===== config.mk =====
export PLATFORM = sky130hd
export DESIGN_NAME = rebble_lcd_rx
export DESIGN_NICKNAME = d
export VERILOG_FILES = /design/src/rtl/rebble_lcd_rx.sv
export SDC_FILE = /design/constraint.sdc
export NUM_CORES = 1
export LEC_CHECK = 0
export ABC_AREA = 0
export BUFFER_PORTS_ARGS = -buffer_cell sky130_fd_sc_hd__buf_4
export CAP_MARGIN = 20
export CORE_MARGIN = 4
export CORE_UTILIZATION = 50
export DETAILED_ROUTE_END_ITERATION = 12
export PLACE_DENSITY_LB_ADDON = 0.25
export SYNTH_ARGS = -nofsm -noshare
export SYNTH_HDL_FRONTEND = slang
export SYNTH_SLANG_ARGS = --single-unit

===== constraint.sdc =====
create_clock -name clock -period 2.15 [get_ports clock]
set_input_delay 0.1075 -clock clock [delete_from_list [all_inputs] [get_ports clock]]
set_output_delay 0.1075 -clock clock [all_outputs]
set_load 0.03 [all_outputs]

===== src/rtl/rebble_lcd_rx.sv =====
// rebble_lcd_rx: panel-side receiver for the Rebble memory-LCD interface.
// Define RX_FRAME_CRC_EN to build the per-frame CRC-16-CCITT of pixel data.
module rebble_lcd_rx #(
  parameter int LINES   = 148,
  parameter int COLUMNS = 205
) (
  input  logic        clock,
  input  logic        reset,
  input  logic        xrst,
  input  logic        vst,
  input  logic        vck,
  input  logic        hst,
  input  logic        hck,
  input  logic        enb,
  input  logic [1:0]  red,
  input  logic [1:0]  green,
  input  logic [1:0]  blue,
  output logic        pix_valid,
  output logic [5:0]  pix_data,
  output logic [7:0]  pix_line,
  output logic [7:0]  pix_col,
  output logic        frame_active,
  output logic        frame_done,
  output logic [7:0]  frame_lines,
  output logic [3:0]  err,
  output logic [15:0] frame_crc
);

  typedef enum logic [1:0] {
    IDLE  = 2'd0,
    ARMED = 2'd1,
    FRAME = 2'd2
  } state_t;

  localparam int XR = 11;
  localparam int VS = 10;
  localparam int VC = 9;
  localparam int HS = 8;
  localparam int HC = 7;
  localparam int EN = 6;

  localparam logic [7:0] LAST_LINE = 8'(LINES - 1);
  localparam logic [7:0] NCOLS     = 8'(COLUMNS);

  logic [11:0] w_pins;
  logic [11:0] r_s1;
  logic [11:0] r_s2;
  logic [11:0] r_s3;

  logic       w_xrst_rise;
  logic       w_xrst_fall;
  logic       w_vst;
  logic       w_vck_rise;
  logic       w_vck_edge;
  logic       w_hst_rise;
  logic       w_hck_edge;
  logic [5:0] w_rgb;
  logic       w_unused;

  state_t     r_state;
  state_t     w_state_nxt;

  logic [7:0] r_line;
  logic [7:0] r_col;
  logic       r_hst_seen;
  logic [3:0] r_err;
  logic       r_frame_active;
  logic       r_frame_done;
  logic [7:0] r_frame_lines;
  logic       r_pix_valid;
  logic [5:0] r_pix_data;
  logic [7:0] r_pix_line;
  logic [7:0] r_pix_col;

  logic [7:0] w_line_nxt;
  logic [7:0] w_col_nxt;
  logic       w_seen_nxt;
  logic [3:0] w_err_nxt;
  logic       w_fact_nxt;
  logic [7:0] w_flines_nxt;
  logic [7:0] w_col_eff;
  logic       w_seen_eff;
  logic       w_start;
  logic       w_strobe;
  logic       w_done;

  assign w_pins = {xrst, vst, vck, hst, hck, enb,
                   red, green, blue};

  // Two synchronizer flops plus one history stage for edges
  always_ff @(posedge clock or negedge reset) begin
    if (!reset) begin
      r_s1 <= '0;
      r_s2 <= '0;
      r_s3 <= '0;
    end else begin
      r_s1 <= w_pins;
      r_s2 <= r_s1;
      r_s3 <= r_s2;
    end
  end

  assign w_xrst_rise = r_s2[XR] & ~r_s3[XR];
  assign w_xrst_fall = ~r_s2[XR] & r_s3[XR];
  assign w_vst       = r_s2[VS];
  assign w_vck_rise  = r_s2[VC] & ~r_s3[VC];
  assign w_vck_edge  = r_s2[VC] ^ r_s3[VC];
  assign w_hst_rise  = r_s2[HS] & ~r_s3[HS];
  assign w_hck_edge  = r_s2[HC] ^ r_s3[HC];
  assign w_rgb       = r_s2[5:0];

  // ENB and late RGB/VST history are synchronized but not decoded
  assign w_unused = ^{r_s2[EN], r_s3[EN], r_s3[VS], r_s3[5:0]};

  // State register
  always_ff @(posedge clock or negedge reset) begin
    if (!reset) begin
      r_state <= IDLE;
    end else begin
      r_state <= w_state_nxt;
    end
  end

  // Next state, counters, error flags and strobe decisions
  always_comb begin
    w_state_nxt  = r_state;
    w_line_nxt   = r_line;
    w_col_nxt    = r_col;
    w_seen_nxt   = r_hst_seen;
    w_err_nxt    = r_err;
    w_fact_nxt   = r_frame_active;
    w_flines_nxt = r_frame_lines;
    w_col_eff    = r_col;
    w_seen_eff   = r_hst_seen;
    w_start      = 1'b0;
    w_strobe     = 1'b0;
    w_done       = 1'b0;
    if (w_xrst_fall) begin
      w_state_nxt = IDLE;
      w_fact_nxt  = 1'b0;
      if (r_state == FRAME) begin
        w_done       = 1'b1;
        w_flines_nxt = r_line + 8'd1;
        if (r_line < LAST_LINE) begin
          w_err_nxt[3] = 1'b1;
        end
      end
    end else begin
      unique case (r_state)
        IDLE: begin
          if (w_xrst_rise) begin
            w_state_nxt = ARMED;
            w_err_nxt   = '0;
            w_line_nxt  = '0;
            w_col_nxt   = '0;
          end
        end
        ARMED: begin
          if (w_vck_rise && w_vst) begin
            w_state_nxt = FRAME;
            w_line_nxt  = '0;
            w_col_nxt   = '0;
            w_seen_nxt  = 1'b0;
            w_fact_nxt  = 1'b1;
            w_start     = 1'b1;
          end
        end
        FRAME: begin
          if (w_vck_edge) begin
            if (r_line == LAST_LINE) begin
              w_err_nxt[1] = 1'b1;
            end else begin
              w_line_nxt = r_line + 8'd1;
            end
            w_col_nxt  = '0;
            w_seen_nxt = 1'b0;
            if (w_hck_edge) begin
              w_err_nxt[2] = 1'b1;
            end
          end else begin
            if (w_hst_rise) begin
              w_col_eff  = '0;
              w_seen_eff = 1'b1;
            end
            w_col_nxt  = w_col_eff;
            w_seen_nxt = w_seen_eff;
            if (w_hck_edge && w_seen_eff) begin
              if (w_col_eff < NCOLS) begin
                w_strobe  = 1'b1;
                w_col_nxt = w_col_eff + 8'd1;
              end else begin
                w_err_nxt[0] = 1'b1;
              end
            end
          end
        end
        default: begin
          w_state_nxt = IDLE;
        end
      endcase
    end
  end

  // Datapath registers and output strobes
  always_ff @(posedge clock or negedge reset) begin
    if (!reset) begin
      r_line         <= '0;
      r_col          <= '0;
      r_hst_seen     <= 1'b0;
      r_err          <= '0;
      r_frame_active <= 1'b0;
      r_frame_done   <= 1'b0;
      r_frame_lines  <= '0;
      r_pix_valid    <= 1'b0;
      r_pix_data     <= '0;
      r_pix_line     <= '0;
      r_pix_col      <= '0;
    end else begin
      r_line         <= w_line_nxt;
      r_col          <= w_col_nxt;
      r_hst_seen     <= w_seen_nxt;
      r_err          <= w_err_nxt;
      r_frame_active <= w_fact_nxt;
      r_frame_done   <= w_done;
      r_frame_lines  <= w_flines_nxt;
      r_pix_valid    <= w_strobe;
      if (w_strobe) begin
        r_pix_data <= w_rgb;
        r_pix_line <= r_line;
        r_pix_col  <= w_col_eff;
      end
    end
  end

`ifdef RX_FRAME_CRC_EN
  logic [15:0] r_crc;
  logic [15:0] r_frame_crc;

  function automatic logic [15:0] f_crc_byte(
    input logic [15:0] c,
    input logic [7:0]  d
  );
    logic [15:0] v;
    v = c;
    for (int i = 7; i >= 0; i--) begin
      if (v[15] ^ d[i]) begin
        v = {v[14:0], 1'b0} ^ 16'h1021;
      end else begin
        v = {v[14:0], 1'b0};
      end
    end
    return v;
  endfunction

  // Running CRC over strobed pixels, latched at frame end
  always_ff @(posedge clock or negedge reset) begin
    if (!reset) begin
      r_crc       <= '0;
      r_frame_crc <= '0;
    end else begin
      if (w_start) begin
        r_crc <= 16'hFFFF;
      end else if (w_strobe) begin
        r_crc <= f_crc_byte(r_crc, {2'b00, w_rgb});
      end
      if (w_done) begin
        r_frame_crc <= r_crc;
      end
    end
  end

  assign frame_crc = r_frame_crc;
`else
  assign frame_crc = 16'h0000;
`endif

  assign pix_valid    = r_pix_valid;
  assign pix_data     = r_pix_data;
  assign pix_line     = r_pix_line;
  assign pix_col      = r_pix_col;
  assign frame_active = r_frame_active;
  assign frame_done   = r_frame_done;
  assign frame_lines  = r_frame_lines;
  assign err          = r_err;

endmodule


## Word level (Yosys, flattened, before mapping)

Index checks and enable logic that the tools add are counted.

| operators by class | value |
|---|---|
| add/sub/neg operators | 2 |
| multiply operators | 0 |
| div/mod/pow operators | 0 |
| order comparisons | 2 |
| equality and inequality tests | 17 |
| shifts and indexed selects | 0 |
| muxes and demuxes | 49 |
| bitwise gates (word level) | 11 |
| reduce and logical (&&, ||, !) cells | 20 |

Operator list:

| kind | number |
|---|---|
| two-way mux 8 bit | 14 |
| one-hot mux 8 bit (3 select lines) | 2 |
| two-way mux 1 bit | 25 |
| adder 8 x 1 -> 8 bit, second input constant | 2 |
| less-than comparator 8 bit, second input constant | 2 |
| inequality test 2 bit, second input constant | 8 |
| AND reduction 6 bit | 2 |
| nonzero test 2 bit | 6 |
| AND reduction 5 bit | 2 |
| == test 8 bit, second input constant | 1 |
| two-way mux 2 bit | 4 |
| inequality test 2 x 1 -> 1 bit, second input constant | 4 |
| AND reduction 4 bit | 2 |
| inequality test 3 bit, second input constant | 2 |
| one-hot mux 2 bit (3 select lines) | 1 |
| one-hot mux 3 bit (2 select lines) | 1 |
| AND reduction 3 bit | 2 |
| NOT 1 bit | 5 |
| AND 1 bit | 4 |
| two-way mux 4 bit | 1 |
| AND reduction 2 bit | 2 |
| nonzero test 3 bit | 1 |
| == test 2 x 1 -> 1 bit, second input constant | 1 |
| == test 2 bit, second input constant | 1 |
| other kinds (4) | 6 |

| word-level totals | value |
|---|---|
| bits in registers | 92 |
| bits in latches | 0 |
| memory bits (writable) | 0 |
| bits in read-only memories | 0 |
| input bits | 14 |
| word-level logic and storage cells | 119 |
| memories | 0 |

## Logic depth before layout (Yosys ltp)

| depth | value |
|---|---|
| depth after elaboration | 12 |
| gate-level depth with buffers | 10 |

## Worst setup path before layout

Ideal clock, no wire load.

| path | value |
|---|---|
| path type | register to register |
| from | reg r_s3[8] |
| to | reg r_pix_data[0] (netlist: pix_data[0]) |
| library setup time | 0.125 ns |
| data arrival time | 1.964 ns |
| required time | 2.025 ns |
| path slack | 0.061 ns |
| cell stages (with the launch flop) | 11 |
| buffers on the path | 3 |
| cell sequence | dfrtp_1 -> nand2b_1 -> buf_2 -> nand2_1 -> ha_1 -> and3b_1 -> o2111ai_2 -> and3_1 -> buf_6 -> buf_6 -> mux2_2 |

| between the ends | value |
|---|---|
| longest elaborated chain between the ends | 12 |
| elaborated cells between the ends (all ways) | 17 |
| those cells by class | order compare (1); mux (13); bitwise (2); reduce/logical (1) |

Ends and longest elaborated chain:

| item | line | RTL |
|---|---|---|
| start, declared | 48 | `logic [11:0] r_s3;` |
| start signal, assigned | 99 | `r_s3 <= r_s2;` |
| NOT 1 bit (*) | 108 | `assign w_hst_rise = r_s2[HS] & ~r_s3[HS];` |
| AND 1 bit (*) | 108 |  |
| two-way mux 8 bit | 181 | `if (w_hst_rise) begin` |
| two-way mux 8 bit | 169 | `if (w_vck_edge) begin` |
| two-way mux 8 bit | 149 | `unique case (r_state)` |
| two-way mux 8 bit | 138 | `if (w_xrst_fall) begin` |
| less-than comparator 8 bit | 188 | `if (w_col_eff < NCOLS) begin` |
| two-way mux 1 bit | 188 |  |
| two-way mux 1 bit (*) | 187 | `if (w_hck_edge && w_seen_eff) begin` |
| two-way mux 1 bit (*) | 169 |  |
| two-way mux 1 bit (*) | 149 |  |
| two-way mux 1 bit (*) | 138 |  |
| end signal, assigned | 228 | `r_pix_data <= w_rgb;` |
| end, declared | 71 | `logic [5:0] r_pix_data;` |

Every way passes the cells marked *; elsewhere a longest branch is shown, timed or not. The select of a mux whose other input is x is not followed.
A chain may end at the register's enable or synchronous reset.

## Final worst setup path

| path | value |
|---|---|
| from | reg r_s3[8] |
| to | reg r_pix_data[2] (netlist: pix_data[2]) |

The elaborated chain is that of the path after synthesis.

==> flow_summary.json <==
{
  "outcome": "completed",
  "use_met3_pct": 6.255,
  "vias_per_cell": 5.242,
  "synth_cell_type_count": 52,
  "clock.fmax_mhz": 493.6,
  "critPathLaunch": "r_s3[8]",
  "synth_cells": 313,
  "routabilityCongestion": 0.8470,
  "p_switching_mw": 0.8729,
  "grt_overflow": 0,
  "synth_top_area_share_pct": 57.06,
  "root_buffer": "clkbuf_8",
  "antenna_found_initial": 0,
  "async_reset_ff_share_pct": 100.0,
  "clock-sinks": 82,
  "pwr-share-comb_pct": 13.3,
  "crit_path_end": "pix_data[2]",
  "ys_seq_area_share_pct": 57.06,
  "tightest_slew_ns": 0.5341,
  "grt_pass1_vias": 2467,
  "cts_tree": "built",
  "cp_slowest_cell": "dfrtp_1",
  "report.final.slew_viol_count": 0,
  "fillers": 600,
  "synth_ff_type": "dfrtp_1",
  "r2r-start": "r_s3[8]",
  "dp_hpwl_um": 4632,
  "setup_viol": 0,
  "slew_headroom_pct": 64.39,
  "drt_first_pass_iters": 5,
  "htree_num_levels": 3,
  "worst-r2r-setup-slack_ns": 0.12,
  "cp.required_ns": 2.39,
  "crit_buf_inv": 1,
  "fp.dieH_um": 92.81,
  "p_int_mw": 2.193,
  "dpl_cell_area_um2": 4045,
  "grt_busiest_layer": "met2",
  "avgRoutedWirePerCell_um": 14.12,
  "drc": 0,
  "wl_um": 6779,
  "cp_num_cells": 8,
  "endpoint_kind": "flip-flop",
  "io_buffers": 49,
  "skew_ns": 0.003276,
  "postLayoutCellArea_um2": 4352,
  "ys_warn_count": 0,
  "hp-class": "in -> async",
  "switching_share_pct": 28.47,
  "grt_max_degree": 43,
  "num_vias": 2516,
  "worstReg2RegEnd": "pix_data[2]",
  "cp_slowest_stage_delay_ns": 0.38,
  "pwr-share-clk_pct": 32.7,
  "ios": 67,
  "p_seq_share_pct": 54.1,
  "final_antenna_net_count": 0,
  "use_met2_pct": 27.77,
  "yosys.area.top_type": "dfrtp_1",
  "clkTransAtPathRegs_ns": 0.08,
  "grt_usage_pct": 17.13,
  "clock_latency_ns": 0.35,
  "grt_use_met1_pct": 21.65,
  "syn_area_um2": 3596,
  "rows": 30,
  "core_um2": 6907,
  "synth_edf_count": 0,
  "synth.area.top_cells": "dfrtp_1 57%, mux2_2 5.3%, buf_4 3.5%, nand2_1 2.9%, mux2i_1 2.2%",
  "crit_type": "reg -> reg",
  "start_util_pct": 52.07,
  "ys_ff_latch": 82,
  "drive_gt1_share_pct": 27.60,
  "reg2reg_depth": 8,
  "n_antenna_cell": 0,
  "period_minus_slack_ns": 2.026,
  "ir_drop_mv": 0.4334,
  "areaGrowthSynthToFinish_pct": 21.02,
  "cp_max_fo": 20,
  "holdWs_ns": 0.2701,
  "cts_max_path_buffers": 2,
  "leakagePower_nw": 2.048,
  "cp-start-kind": "flip-flop",
  "syn_area_per_cell_um2": 11.49,
  "die_area_um2": 8613,
  "cp_top_family": "simple AND/OR/NAND/NOR gates",
  "arrival_ns": 2.27,
  "dieWidth_um": 92.81,
  "powerDensity_nw_per_um2": 704.5,
  "crit_chain": "nand2b_1 > nand2_1 > ha_1 > and3b_1 > o2111ai_2 > and3_4 > buf_12 > mux2_2",
  "finalHoldViolations": 0,
  "fin_nets": 398,
  "grt_pass1_wl_um": 11670,
  "cts_buffers": 9,
  "drt_iter0_drc": 139,
  "max_cap_viol_count": 0,
  "layout_worst_path_cycle_share_pct": 94.23
}
==> cell usage after synthesis, drive strengths merged, types with 4 or more instances <==
| cell type | n |
|---|---|
| inv | 14 |
| nand3 | 7 |
| mux2i | 8 |
| o211ai | 6 |
| ha | 5 |
| clkbuf | 8 |
| nor3 | 7 |
| buf | 28 |
| a31oi | 5 |
| a41oi | 4 |
| dfrtp | 82 |
| mux2 | 17 |
| nor2b | 4 |
| a21oi | 13 |
| o21ai | 10 |
| nand2 | 28 |
| nor2 | 14 |
| a22o | 6 |
==> logic make-up after synthesis <==
family / after synthesis / synth area share [%]
AO/OA/AOI/OAI: 65 / 13.26
XOR/XNOR: 4 / 0.9744
adder cells (fa/ha/maj): 5 / 1.740
buffers and inverters: 50 / 7.933
flip-flops: 82 / 57.06
multiplexers: 25 / 7.550
other: 1 / 0.1043
AND/OR/NAND/NOR: 81 / 11.38
==> layout by cell type (no fill, tap or decap), types with 4 or more instances in the layout <==
cell and n:
a21oi_1 13, a22o_1 6, a31oi_1 5, buf_4 61, clkbuf_8 9, conb_1 16
dfrtp_1 82, dlygate4sd3_1 12, ha_1 5, inv_1 14, mux2_2 17, mux2i_1 8
nand2_1 28, nand3_1 7, nor2_1 14, nor2b_1 4, nor3_1 7, o211ai_1 6
o21ai_0 10
==> worst register-to-register path, cell delays in order (launching register included) <==
cell and delay [ns]:
dfrtp_1 0.38, nand2b_1 0.18, nand2_1 0.10, ha_1 0.14, and3b_1 0.19, o2111ai_2 0.19, and3_4 0.22, buf_12 0.16
mux2_2 0.36
==> metrics by stage <==
| stage | total power, mW | util, % | std cells | TNS, ns | setup WS, ns |
|---|---|---|---|---|---|
| after CTS | 3.104 | 62.88 | 480 | 0 | 0.08555 |
| after detailed placement | 2.079 | 58.57 | 452 | 0 | 0.09936 |
| after global routing | 3.230 | 63.01 | 480 | -0.0006859 | -0.0005271 |
| final | 3.066 | 63.01 | 480 | 0 | 0.1240 |
| after global placement | 2.071 | 58.57 | 452 | 0 | 0.1401 |
| after floorplan | 1.947 | - | 328 | 0 | 0.06134 |
==> per-layer routing <==
metal  share of wire, %  vias up
li1                   -     1204
met1                 44     1230
met2                 49       73
met3                6.0        9
met4                1.0        0
met5                  0        -
==> cell type report <==
| type | instances | area (um2) | area share (%) |
|---|---|---|---|
| Tap cell | 96 | 120.1 | 2.760 |
| Clock buffer | 9 | 123.9 | 2.846 |
| Inverter | 14 | 52.55 | 1.208 |
| Clock inverter | 7 | 53.80 | 1.236 |
| Timing Repair Buffer | 76 | 629.4 | 14.46 |
| Sequential cell | 82 | 2052 | 47.15 |
| Multi-Input combinational cell | 196 | 1320 | 30.33 |
==> registers in the layout, indices dropped and copies added, names as in the netlist <==
signal        flops
err               4
frame_active      1
frame_done        1
frame_lines       8
pix_col           8
pix_data          6
pix_line          8
pix_valid         1
r_col             8
r_hst_seen        1
r_line            8
r_s1             11
r_s2             11
r_s3              4
r_state           2
==> worst min path at each step <==
stage	to	startpoint	depth (start not counted)	slack, ns
after global placement	pix_col[5]	reset	1	0.13
after floorplan	err[0]	reset	0	-0.19
final	pix_col[2]	reset	2	0.27
after CTS	pix_col[2]	reset	2	0.28
after detailed placement	pix_col[2]	reset	1	0.13
after global routing	pix_col[2]	reset	2	0.29
==> repair_timing <==
action | 4_1_cts | 5_1_grt
setup buffers | 0 | 0
resized for setup | 0 | 2
endpoints found under the hold margin | 51 | 0
hold buffers | 12 | 0
endpoints found under the setup margin | 0 | 16
==> power by group through the flow <==
stage	combinational (mW)	sequential (mW)	clock, mW
floorplan	0.206	1.74	0
finish	0.406	1.66	1.00
global route	0.449	1.67	1.11
CTS	0.410	1.66	1.04
detailed placement	0.390	1.69	0
global placement	0.386	1.68	0
Note: power is estimated with default switching activity, not from simulation.
